==> config.mk <==
export PLATFORM = sky130hd
export DESIGN_NAME = layer_sequencer
export DESIGN_NICKNAME = d
export VERILOG_FILES = /design/src/rtl/layer_sequencer_pkg.sv /design/src/rtl/layer_sequencer_len_table.sv /design/src/rtl/layer_sequencer.sv
export SDC_FILE = /design/constraint.sdc
export NUM_CORES = 1
export LEC_CHECK = 0
export ABC_AREA = 1
export BUFFER_PORTS_ARGS = -buffer_cell sky130_fd_sc_hd__buf_2
export CAP_MARGIN = 20
export CELL_PAD_IN_SITES_DETAIL_PLACEMENT = 1
export CELL_PAD_IN_SITES_GLOBAL_PLACEMENT = 2
export CORE_ASPECT_RATIO = 1.1
export CORE_MARGIN = 2
export CORE_UTILIZATION = 37
export DETAILED_ROUTE_END_ITERATION = 10
export PLACE_DENSITY = 0.86
export SYNTH_ARGS = -nofsm -noshare
export SYNTH_HDL_FRONTEND = slang
export SYNTH_SLANG_ARGS = --single-unit
==> constraint.sdc <==
create_clock -name clk -period 4.83 [get_ports clk]
set_input_delay 0.483 -clock clk [delete_from_list [all_inputs] [get_ports clk]]
set_output_delay 0.483 -clock clk [all_outputs]
set_load 0.01 [all_outputs]
==> src/rtl/layer_sequencer_pkg.sv <==
// seq_pkg: shared types and constants for the layer sequencer slice.
//   seq_state_t      - sequencer FSM state encoding
//   SEQ_RD_LAT       - weight memory read latency (cycles)
//   SEQ_DEFAULT_LEN  - per-layer row count loaded at reset (default NUM_PE)
//   seq_len_t / seq_perf_t - width helpers for the default configuration
package seq_pkg;

  localparam int unsigned SEQ_NUM_PE      = 32;
  localparam int unsigned SEQ_MAX_LAYERS  = 8;
  localparam int unsigned SEQ_RD_LAT      = 1;
  localparam int unsigned SEQ_DEFAULT_LEN = SEQ_NUM_PE;

  typedef enum logic [2:0] {
    S_IDLE  = 3'd0,
    S_LOAD  = 3'd1,
    S_CLR   = 3'd2,
    S_RUN   = 3'd3,
    S_DRAIN = 3'd4,
    S_WB    = 3'd5,
    S_FIN   = 3'd6
  } seq_state_t;

  typedef logic [$clog2(SEQ_NUM_PE+1)-1:0] seq_len_t;
  typedef logic [31:0]                     seq_perf_t;

endpackage

==> src/rtl/layer_sequencer_len_table.sv <==
// seq_len_table: MAX_LAYERS x LEN_W register file holding the row count of
// each layer. Writes larger than NUM_PE are clipped to NUM_PE; every entry
// resets to DEFAULT_LEN.
//   clk_i, reset_i - clock, synchronous active-high reset
//   we_i, waddr_i, wdata_i - write port
//   raddr_i, rdata_o       - combinational read port
module seq_len_table import seq_pkg::*; #(
  parameter int unsigned NUM_PE      = SEQ_NUM_PE,
  parameter int unsigned MAX_LAYERS  = SEQ_MAX_LAYERS,
  parameter int unsigned LAYER_W     = $clog2(MAX_LAYERS),
  parameter int unsigned LEN_W       = $clog2(NUM_PE+1),
  parameter int unsigned DEFAULT_LEN = NUM_PE
) (
  input  logic               clk_i,
  input  logic               reset_i,
  input  logic               we_i,
  input  logic [LAYER_W-1:0] waddr_i,
  input  logic [LEN_W-1:0]   wdata_i,
  input  logic [LAYER_W-1:0] raddr_i,
  output logic [LEN_W-1:0]   rdata_o
);

  localparam logic [LEN_W-1:0] LEN_MAX = LEN_W'(NUM_PE);
  localparam logic [LEN_W-1:0] LEN_RST = LEN_W'(DEFAULT_LEN);

  logic [LEN_W-1:0] len_q [MAX_LAYERS];
  logic [LEN_W-1:0] wdata_clip;

  assign wdata_clip = (wdata_i > LEN_MAX) ? LEN_MAX : wdata_i;

  always_ff @(posedge clk_i) begin
    if (reset_i) begin
      for (int unsigned i = 0; i < MAX_LAYERS; i++) len_q[i] <= LEN_RST;
    end else if (we_i && (32'(waddr_i) < MAX_LAYERS)) begin
      len_q[waddr_i] <= wdata_clip;
    end
  end

  assign rdata_o = (32'(raddr_i) < MAX_LAYERS) ? len_q[raddr_i] : '0;

endmodule

==> src/rtl/layer_sequencer.sv <==
// layer_sequencer: runs the ifmap load and the per-layer clear / stream /
// write-back loop for the shift-register feature memory and PE accelerator.
//   clk, reset            - clock, synchronous active-high reset
//   start, num_layers     - host run request (sampled in IDLE only)
//   cfg_we/layer/len      - per-layer row count writes (dropped while busy)
//   busy, done            - host status; done pulses once per run
//   w_rd_en/w_layer/w_row - weight memory read request
//   mem_addr/we/sel_ifmap - feature memory control
//   acc_en, acc_reset     - accelerator control
//   layer_idx             - current layer
//   perf_cycles           - busy cycle counter (only with SEQ_PERF_CNT_EN)
module layer_sequencer import seq_pkg::*; #(
  parameter int unsigned NUM_PE     = SEQ_NUM_PE,
  parameter int unsigned MAX_LAYERS = SEQ_MAX_LAYERS,
  parameter int unsigned ADDR_W     = $clog2(NUM_PE),
  parameter int unsigned LAYER_W    = $clog2(MAX_LAYERS),
  parameter int unsigned LEN_W      = $clog2(NUM_PE+1)
) (
  input  logic               clk,
  input  logic               reset,
  input  logic               start,
  input  logic [LAYER_W:0]   num_layers,
  input  logic               cfg_we,
  input  logic [LAYER_W-1:0] cfg_layer,
  input  logic [LEN_W-1:0]   cfg_len,
  output logic               busy,
  output logic               done,
  output logic               w_rd_en,
  output logic [LAYER_W-1:0] w_layer,
  output logic [ADDR_W-1:0]  w_row,
  output logic [ADDR_W-1:0]  mem_addr,
  output logic               mem_we,
  output logic               mem_sel_ifmap,
  output logic               acc_en,
  output logic               acc_reset,
  output logic [LAYER_W-1:0] layer_idx
`ifdef SEQ_PERF_CNT_EN
  ,
  output logic [31:0]        perf_cycles
`endif
);

  localparam logic [LAYER_W:0] NL_MAX = (LAYER_W+1)'(MAX_LAYERS);

  seq_state_t         state_q, state_d;
  logic [ADDR_W-1:0]  row_q, row_d;
  logic [LAYER_W-1:0] layer_q, layer_d;
  logic [LAYER_W:0]   num_q, num_d;
  logic               acc_en_q;
  logic [ADDR_W-1:0]  mem_addr_q;
  logic [LEN_W-1:0]   cur_len;
  logic               last_row, last_layer;

  seq_len_table #(
    .NUM_PE      (NUM_PE),
    .MAX_LAYERS  (MAX_LAYERS),
    .LAYER_W     (LAYER_W),
    .LEN_W       (LEN_W),
    .DEFAULT_LEN (NUM_PE)
  ) u_len_table (
    .clk_i   (clk),
    .reset_i (reset),
    .we_i    (cfg_we && (state_q == S_IDLE)),
    .waddr_i (cfg_layer),
    .wdata_i (cfg_len),
    .raddr_i (layer_q),
    .rdata_o (cur_len)
  );

  assign last_row   = (LEN_W'(row_q) + LEN_W'(1)) == cur_len;
  assign last_layer = ((LAYER_W+1)'(layer_q) + (LAYER_W+1)'(1)) == num_q;

  always_comb begin
    state_d = state_q;
    row_d   = row_q;
    layer_d = layer_q;
    num_d   = num_q;
    unique case (state_q)
      S_IDLE: begin
        if (start) begin
          num_d   = (num_layers > NL_MAX) ? NL_MAX : num_layers;
          state_d = S_LOAD;
        end
      end
      S_LOAD: begin
        if (num_q == '0) begin
          state_d = S_FIN;
        end else begin
          layer_d = '0;
          state_d = S_CLR;
        end
      end
      S_CLR: begin
        row_d   = '0;
        state_d = (cur_len != '0) ? S_RUN : S_DRAIN;
      end
      S_RUN: begin
        row_d = row_q + ADDR_W'(1);
        if (last_row) state_d = S_DRAIN;
      end
      S_DRAIN: state_d = S_WB;
      S_WB: begin
        if (last_layer) begin
          state_d = S_FIN;
        end else begin
          layer_d = layer_q + LAYER_W'(1);
          state_d = S_CLR;
        end
      end
      S_FIN:   state_d = S_IDLE;
      default: state_d = S_IDLE;
    endcase
  end

  always_ff @(posedge clk) begin
    if (reset) begin
      state_q    <= S_IDLE;
      row_q      <= '0;
      layer_q    <= '0;
      num_q      <= '0;
      acc_en_q   <= 1'b0;
      mem_addr_q <= '0;
    end else begin
      state_q    <= state_d;
      row_q      <= row_d;
      layer_q    <= layer_d;
      num_q      <= num_d;
      // One-stage delay matching the weight memory read latency, so the
      // accelerator MACs the row whose weights arrive this cycle.
      acc_en_q   <= w_rd_en;
      mem_addr_q <= w_row;
    end
  end

  assign busy          = (state_q != S_IDLE);
  assign done          = (state_q == S_FIN);
  assign w_rd_en       = (state_q == S_RUN);
  assign w_layer       = layer_q;
  assign w_row         = row_q;
  assign mem_addr      = mem_addr_q;
  assign mem_we        = (state_q == S_LOAD) || (state_q == S_WB);
  assign mem_sel_ifmap = (state_q == S_LOAD);
  assign acc_en        = acc_en_q;
  assign acc_reset     = (state_q == S_CLR);
  assign layer_idx     = layer_q;

`ifdef SEQ_PERF_CNT_EN
  logic [31:0] perf_q;

  // FIN is not counted, so the value seen with done is final and held.
  always_ff @(posedge clk) begin
    if (reset) begin
      perf_q <= '0;
    end else if ((state_q == S_IDLE) && start) begin
      perf_q <= '0;
    end else if (busy && (state_q != S_FIN) && (perf_q != '1)) begin
      perf_q <= perf_q + 32'd1;
    end
  end

  assign perf_cycles = perf_q;
`endif

endmodule

Yosys cells after proc, flatten, opt, wreduce, memory -nomap -nowiden --
Memory sizes are Yosys's and may differ from the RTL's. A register that Yosys moved wholly into a read port is not among the register bits. Cells that the tools add are included.
Cells by class: add/subtract/negate cells 4, mux-type cells 22, order comparisons 2, equality and inequality tests 12, reductions and logical operators 12
Operators by type and width (count):
- $mux W3 | 10
- $pmux W3 S6 | 1
- $mux W6 | 2
- $pmux W5 S2 | 1
- $eq A3 B3 Y1 const B | 3
- $add A5 B1 Y6 const B | 1
- $eq A3 B2 Y1 const B | 2
- $eq A6 B6 Y1 | 1
- $gt A6 B6 Y1 const B | 1
- $mux W1 | 6
- $ne A2 B2 Y1 const B | 3
- $pmux W3 S2 | 1
- $reduce_bool A6 Y1 | 1
- $reduce_or A6 Y1 | 1
- $add A5 B1 Y5 const B | 1
- $add A3 B1 Y4 const B | 1
- $eq A4 B4 Y1 | 1
- $gt A4 B4 Y1 const B | 1
- $logic_not A4 Y1 | 1
- $mux W4 | 1
- $reduce_and A2 Y1 | 2
- $reduce_bool A2 Y1 | 2
- $add A3 B1 Y3 const B | 1
- $eq A3 B1 Y1 const B | 1
- other kinds (6) | 6
Word-level totals: memories kept 1, word-level logic and storage cells 59, bits of input ports 17, output and inout port bits 23, bits in writable memories 48, bits in registers 21
Memory list:
- u_len_table.len_q | words 8, width 6, rd ports 1, clocked after memory_dff 1, wr ports 8, line layer_sequencer_len_table.sv:26 | logic [LEN_W-1:0] len_q [MAX_LAYERS];

Depth between registers and ports, before layout --
Gate-level depths: netlist (run 1).
depth after elaboration 7, mapped depth 16, mapped depth without buffers 15

Modules after synthesis --
Synthesis (run 1) repeated with hierarchy kept, for this count alone.
Second synthesis, totals: cells, all modules 464, area total of the unflattened synthesis 3609.7 µm²
By module, submodules not included:
- seq_len_table | area an instance 2467.4 µm², times used 1, seq. area each 1441.4 µm², cells an instance 295
- layer_sequencer | area an instance 1142.3 µm², times used 1, seq. area each 420.4 µm², cells an instance 169

Worst setup path before layout (run 1) --
No wires, ideal clock.
kind input-to-reg, start in reset, end mem u_len_table.len_q[0][0] (netlist name), enable pin, setup time 0.377 ns, path slack 2.759 ns, arrival 1.694 ns, required time 4.453 ns, stages on the path 6, cells stage by stage clkbuf_1 > inv_1 > nand3_1 > nor2_2 > inv_1 > o21ai_0
RTL lines:
- start: declaration | line layer_sequencer.sv:20 | input logic reset,
- end: declaration | line layer_sequencer_len_table.sv:26

==> results of run 1 <==
==> power by group <==
part | total, mW | switching, mW | internal (mW) | leakage, nW
clock | 0.451 | 0.218 | 0.234 | 0.0868
combinational | 0.334 | 0.223 | 0.111 | 1.11
sequential | 0.745 | 0.0447 | 0.701 | 0.663
==> layer usage <==
metal | GRT usage [%] | part of all wire [%] | wire, um | vias up
met1 | 20.45 | 47 | 3952 | 1326
met2 | 29.06 | 48 | 4035 | 46
met3 | 3.325 | 3.1 | 263 | 10
met5 | 0 | 0 | 0 | -
met4 | 6.746 | 1.6 | 132 | 0
li1 | - | - | - | 1443
==> logic make-up (layout without fill, tap and decap cells) <==
| family | count (synthesis) | after routing | share of synthesized area, % |
|---|---|---|---|
| and+or+nand+nor | 232 | 232 | 27.98 |
| buffers and inverters | 97 | 139 | 11.87 |
| DFF | 72 | 72 | 53.78 |
| AOI/OAI and AO/OA | 25 | 25 | 3.957 |
| xor gates and xnor gates | 7 | 7 | 1.716 |
| adders and majority gates | 2 | 2 | 0.7002 |
==> state kept, by name (all words and copies together) (netlist names), named ones only <==
| register | cells |
|---|---|
| acc_en | 1 |
| layer_idx | 3 |
| mem_addr | 5 |
| num_q | 4 |
| state_q | 3 |
| u_len_table.len_q | 48 |
| w_row | 5 |
==> worst max path at each step <==
stage	from	end	slack [ns]	depth (start not counted)
final	state_q[0]$_SDFFE_PP0P_	u_len_table.len_q[7][3]$_SDFFCE_PN0P_	2.35	7
after global routing	state_q[0]$_SDFFE_PP0P_	u_len_table.len_q[7][3]$_SDFFCE_PN0P_	2.08	7
after CTS	state_q[0]$_SDFFE_PP0P_	u_len_table.len_q[7][3]$_SDFFCE_PN0P_	2.29	7
after detailed placement	reset	u_len_table.len_q[7][4]$_SDFFCE_PN0P_	2.20	6
after global placement	reset	u_len_table.len_q[3][1]$_SDFFCE_PN0P_	2.33	6
after floorplan	reset	u_len_table.len_q[0][0]$_SDFFCE_PN0P_	2.76	6
==> critical path, delay by kind of cell (launching register included) <==
family                 cells  cell delay, ns
and+or+nand+nor            4            0.85
AOI/OAI and AO/OA          1            0.72
DFF                        1            0.35
buffers and inverters      2            0.17
==> cells in the mapped netlist (all sizes together) (2+ instances only) <==
cell type	instances
inv	85
edfxtp	48
ha	2
xnor2	2
buf	10
nand2	98
nor3	6
xor2	5
nand3	57
dfxtp	24
o21ai	9
a21oi	10
a22oi	2
nand3b	2
nor2	66
clkbuf	2
==> through the flow <==
stage          hold WS (ns)  cell area (um^2)  worst slack (ns)
2_1_floorplan        0.4441              3573             2.759
3_3_place_gp         0.4564              3815             2.334
3_5_place_dp         0.4603              3815             2.195
4_1_cts              0.3660              3993             2.293
5_1_grt              0.3790              3993             2.077
6_report             0.3815              3993             2.347
==> area by class of cell <==
type,instances,area (um^2),area share [%]
multi-input combinational,266,1227,30.74
clock buffer,11,131.4,3.291
inverter,85,324.1,8.117
sequential,72,1922,48.14
timing repair buffer,39,195.2,4.889
clock inverter,4,46.29,1.160
tap,117,146.4,3.667
==> results.md, run 1 <==
* Status: finished, final reports clean
* Wire length of the first global-routing pass at 13600 um
* Tmin final at 2.483 ns
* H-tree depth at 3
* Diodes inserted at 0
* Clk sinks at 72
* Vias per cell at 4.756
* Crit Path Category: reg -> reg
* Post-DRT Antenna Nets at 0
* Relative slew slack at between 30% and 40%
* Final total power at 1.530 mW
* Max Fclk at just over 400 MHz
* Layout Cells excl Fill at 594
* Worst-skew pair later-pin latency at around 0.34 ns
* Critical Path AT at 2.45 ns
* Pre-Repair DR Iteration Count at 4
* Syn Area/Cell at 8.215 um^2
* RD Place Congestion at 0.8330
* Top post-synthesis cells by area: edfxtp_1 (40%), dfxtp_1 (13%), nand2_1 (10%), inv_1 (8.6%), nand3_1 (8.0%)
* DP Wirelength at 6541 um
* Layout cells sized above 1 at between 10 and 15%
* Worst r2r dst: u_len_table.len_q[7][3]$_SDFFCE_PN0P_
* Slew @ Worst Pin at 0.9973 ns
* Antenna violations before repair at 0
* Crit path cell chain: nor2_1 -> inv_1 -> nor2_1 -> nand3_1 -> nor2_2 -> inv_1 -> o21ai_0
* Post-CTS setup buffers at 0
* Cells after synthesis at between 400 and 500
* Die area at around 10000 um^2
* Number of global-route vias before repair at 2828
* Remaining Overflow, GRT at 0
* P_leak at 1.860 nW
* Worst Hold End: num_q[1]$_SDFFE_PP0P_
* Post-CTS Hold Fix Bufs at 0
* Max clock buf depth at 2
* Yosys reg bits at a little over 70
* Final hold vios at 0
* Largest net degree at the start of global routing at 27
* Crit-path slowest cell: o21ai_0
* Root buf cell: clkbuf_8
* Initial core utilization at 38.02%
* FFs w/ async S/R, synth at 0%
* Row cnt at 37
* VDD IR max at 0.1717 mV
* Max cap viols at 0
* Clock-pin slew on the worst setup and hold paths at 0.07 ns
* Largest area contributor in the netlist: edfxtp_1
* Most frequent cells in the layout: nand2_1 (96), inv_1 (82), nor2_1 (62)
* Mapped cell area at 3573 um^2
* FF-to-FF Start: state_q[0]$_SDFFE_PP0P_
* Synth unique cells at 32
* Post-synthesis sequential area ratio at ~54%
* Final setup fails at 0
* Width of the chip at 97.70 um
* Die Y at 107.1 um
* GRT Total Usage at approximately 17%
* FILL cells at approximately 1200
* CP Capture Type: flop
* Commonest non-fill, non-tap cell in the layout: nand2_1
* Port Buf Inserts at 39
* CTS tree: built
* Area Overhead vs Synth at 11.73%
* Hold Crit Start: num_layers[1]
* Starting DRT DRC Count at 127
* Tcrit/Tclk final at between 50% and 60%
* Top_reg_cell synth: edfxtp_1
* Via count at 2825
* Crit start category: flop
* Fin nets at 492
* Routed wire length per instance at 14.11 um
* CTS resizes at 0
* Reg2Reg Setup Slack at 2.35 ns
* Setup TNS at 0 ns
* Final core utilization at a little over two fifths
* Clk_skew at 0.007275 ns
* CTS buffer count at 9
* Core ar. at 9398 um^2
* Power per standard cell area at about 380 nW/um^2
* Syn. warnings at 0
* CP peak stage delay at 0.72 ns
* RSZ-0062 raised after global routing: no
* Cells after DPL at 579
* DRC Markers at 0
* Fin. max-slew vios at 0
* Crit Path Max Fanout at 6
* R2r worst-path depth at 7
* Final wirelength at 8384 um
* I/O pins at 40
* Top-area cell type share of the netlist area at 40.34%
* Hold depth at 3
* Post-Syn Nets at around 450
* Critical Path RT at 4.79 ns
* Post-synth EDFFs at 48
* Hold Path Class: in -> reg
(Power assumes the default switching activity.)
==> run 2: changes to the inputs <==
- CORE_UTILIZATION: 37 -> 35
- PLACE_DENSITY: 0.86 -> 0.82
- clock period: 4.83 -> 2.3 ns (I/O delays scaled with it)
==> run 2 against run 1 <==
  * Critical path depth rose by 1
  * Power rose by 120%
  * Combinational power rose by 130%
  * Final cell count rose by 2.9%
  * Largest cell class unchanged
  * Critical endpoint is now u_len_table.len_q[0][1]$_SDFFCE_PN0P_
  * Worst setup slack got worse by 2.1 ns
  * Register-to-register slack got worse by 2.1 ns
  * Critical path type unchanged
==> results.md, run 2 (synthesis gave the netlist of run 1 again) <==
* Status: finished, final reports clean
* Crit Path Category: reg -> reg
* Vias per cell at 4.651
* RSZ-0062 raised after global routing: no
* Max Fclk at 498.9 MHz
* Final instance area at 4131 um^2
* Layout cells sized above 1 at 16.50%
* Setup TNS at 0 ns
* Port Buf Inserts at 39
* Final setup fails at 0
* RD Place Congestion at 0.7740
* P_leak at 1.933 nW
* Switching Fraction at between 30 and 40%
* CP Capture Type: flop
* Final wirelength at a little under 9000 um
* Relative slew slack at around 75%
* Final hold vios at 0
* Cells after DPL at 595
* I/O pins at 40
* Crit start category: flop
* Number of global-route vias before repair at 2795
* Worst-skew pair later-pin latency at 0.35 ns
* Die Y at 110.0 um
* Via count at approximately 2800
* DRC Markers at 0
* Layout Cells excl Fill at 611
* Area after DPL at ~3900 um^2
* Comb pwr share at 22.8%
* Tcrit/Tclk final at 87.15%
* CP peak stage delay at 0.36 ns
* Clk sinks at 72
* Sequential power share at 46.4%
* Initial core utilization at 36.13%
* Reg area at 1922 um^2
* CTS buffer count at 9
* Post-CTS Hold Fix Bufs at 0
* Root buf cell: clkbuf_8
* Most frequent cells in the layout: nand2_1 (96), inv_1 (82), nor2_1 (62)
* Final total power at 3.343 mW
* Critical Path RT at ~2.4 ns
* Remaining Overflow, GRT at 0
* Footprint of the multi-input gates at 1227 um^2
* Commonest non-fill, non-tap cell in the layout: nand2_1
* P_int at about 2.2 mW
* Crit path cell chain: nor2_1 -> inv_1 -> nor2_1 -> nand3_1 -> nor2_2 -> inv_1 -> o21ai_0 -> buf_4
* H-tree depth at 3
* Clock-pin slew on the worst setup and hold paths at roughly 0.080 ns
* Row cnt at 38
* Starting DRT DRC Count at 157
* Post-CTS setup buffers at 0
* Clk_skew at 0.008390 ns
* DP Wirelength at just under 7000 um
* FILL cells at between 1000 and 1500
* Hold Path Class: in -> reg
* Core ar. at between 9000 and 10000 um^2
* Diodes inserted at 0
* CP bufs+invs at 3
* Width of the chip at 100.3 um
* Antenna violations before repair at 0
* Hold_ws at 0.1055 ns
* Crit Path Max Fanout at 6
* Pre-Repair DR Iteration Count at 4
* Switching power at 1.102 mW
* CTS resizes at 0
* Fin nets at between 500 and 600
* Worst path top cell family by delay: simple AND/OR/NAND/NOR gates
* Power per standard cell area at 809.1 nW/um^2
* Tmin final at 2.004 ns
* Post-DRT Antenna Nets at 0
* Die area at about 11000 um^2
* Max cap viols at 0
* Critical Path AT at 2.08 ns
* Clock power frac at 30.8%
* Wire length of the first global-routing pass at 14290 um
* GRT Total Usage at 17.03%
* Routed wire length per instance at 14.25 um
* VDD IR max at 0.3778 mV
* Area Overhead vs Synth at 15.62%
* Fin. max-slew vios at 0
* Largest net degree at the start of global routing at 27
* Crit-path slowest cell: dfxtp_1
* Largest Register: u_len_table.len_q
* Max clock buf depth at 2
* Max reg flops at 48
* Slew @ Worst Pin at 0.3796 ns
* CTS tree: built
## run 2: changes by cell type in the layout (fill, tap and decap cells not counted), sizes merged
cell      delta
clkinvlp     +2
buf         +13
clkinv       -2
clkbuf       -2
inv          +3
## run 2: routing by layer
layer  vias to the layer above  wire, um  GRT usage, %
met5                         -         0             0
met1                      1334      4289         22.08
met2                        35      4128         28.48
met4                         0        87         5.284
met3                         5       202         3.846
li1                       1468         -             -
## run 2: stage by stage
step | setup WS [ns] | utilization (%)
6_report | 0.2956 | 41.78
4_1_cts | 0.3022 | 41.78
2_1_floorplan | 0.4113 | -
3_5_place_dp | 0.3296 | 39.73
5_1_grt | 0.06173 | 41.78
3_3_place_gp | 0.3540 | 39.73
## run 2: cell type report
class / count / area share [%]
Sequential cell: 72 / 46.52
Multi-Input combinational cell: 266 / 29.71
Inverter: 85 / 7.844
Timing Repair Buffer: 52 / 7.389
Tap cell: 120 / 3.634
Clock buffer: 9 / 2.998
Clock inverter: 7 / 1.908
## run 2: power by group through the flow
| stage | Combinational (mW) | Sequential [mW] | Clock [mW] |
|---|---|---|---|
| CTS | 0.771 | 1.55 | 1.05 |
| detailed placement | 0.767 | 1.58 | 0 |
| floorplan | 0.540 | 1.56 | 0 |
| finish | 0.763 | 1.55 | 1.03 |
| global placement | 0.756 | 1.58 | 0 |
| global route | 0.873 | 1.56 | 1.11 |
## run 2: tightest hold or removal path, stage by stage
cell     delay, ns
buf_2         0.07
a22oi_1       0.05
nor2_1        0.07
## run 2: final timing paths
check                          startpoint                               endpoint  slack, ns  cells after the start
hold reg to reg     num_q[2]$_SDFFE_PP0P_                  num_q[2]$_SDFFE_PP0P_       0.49                      2
setup / recovery  state_q[0]$_SDFFE_PP0P_  u_len_table.len_q[0][1]$_SDFFCE_PN0P_       0.30                      8
hold / removal              num_layers[1]                  num_q[1]$_SDFFE_PP0P_       0.11                      3
setup reg to reg  state_q[0]$_SDFFE_PP0P_  u_len_table.len_q[0][1]$_SDFFCE_PN0P_       0.30                      8
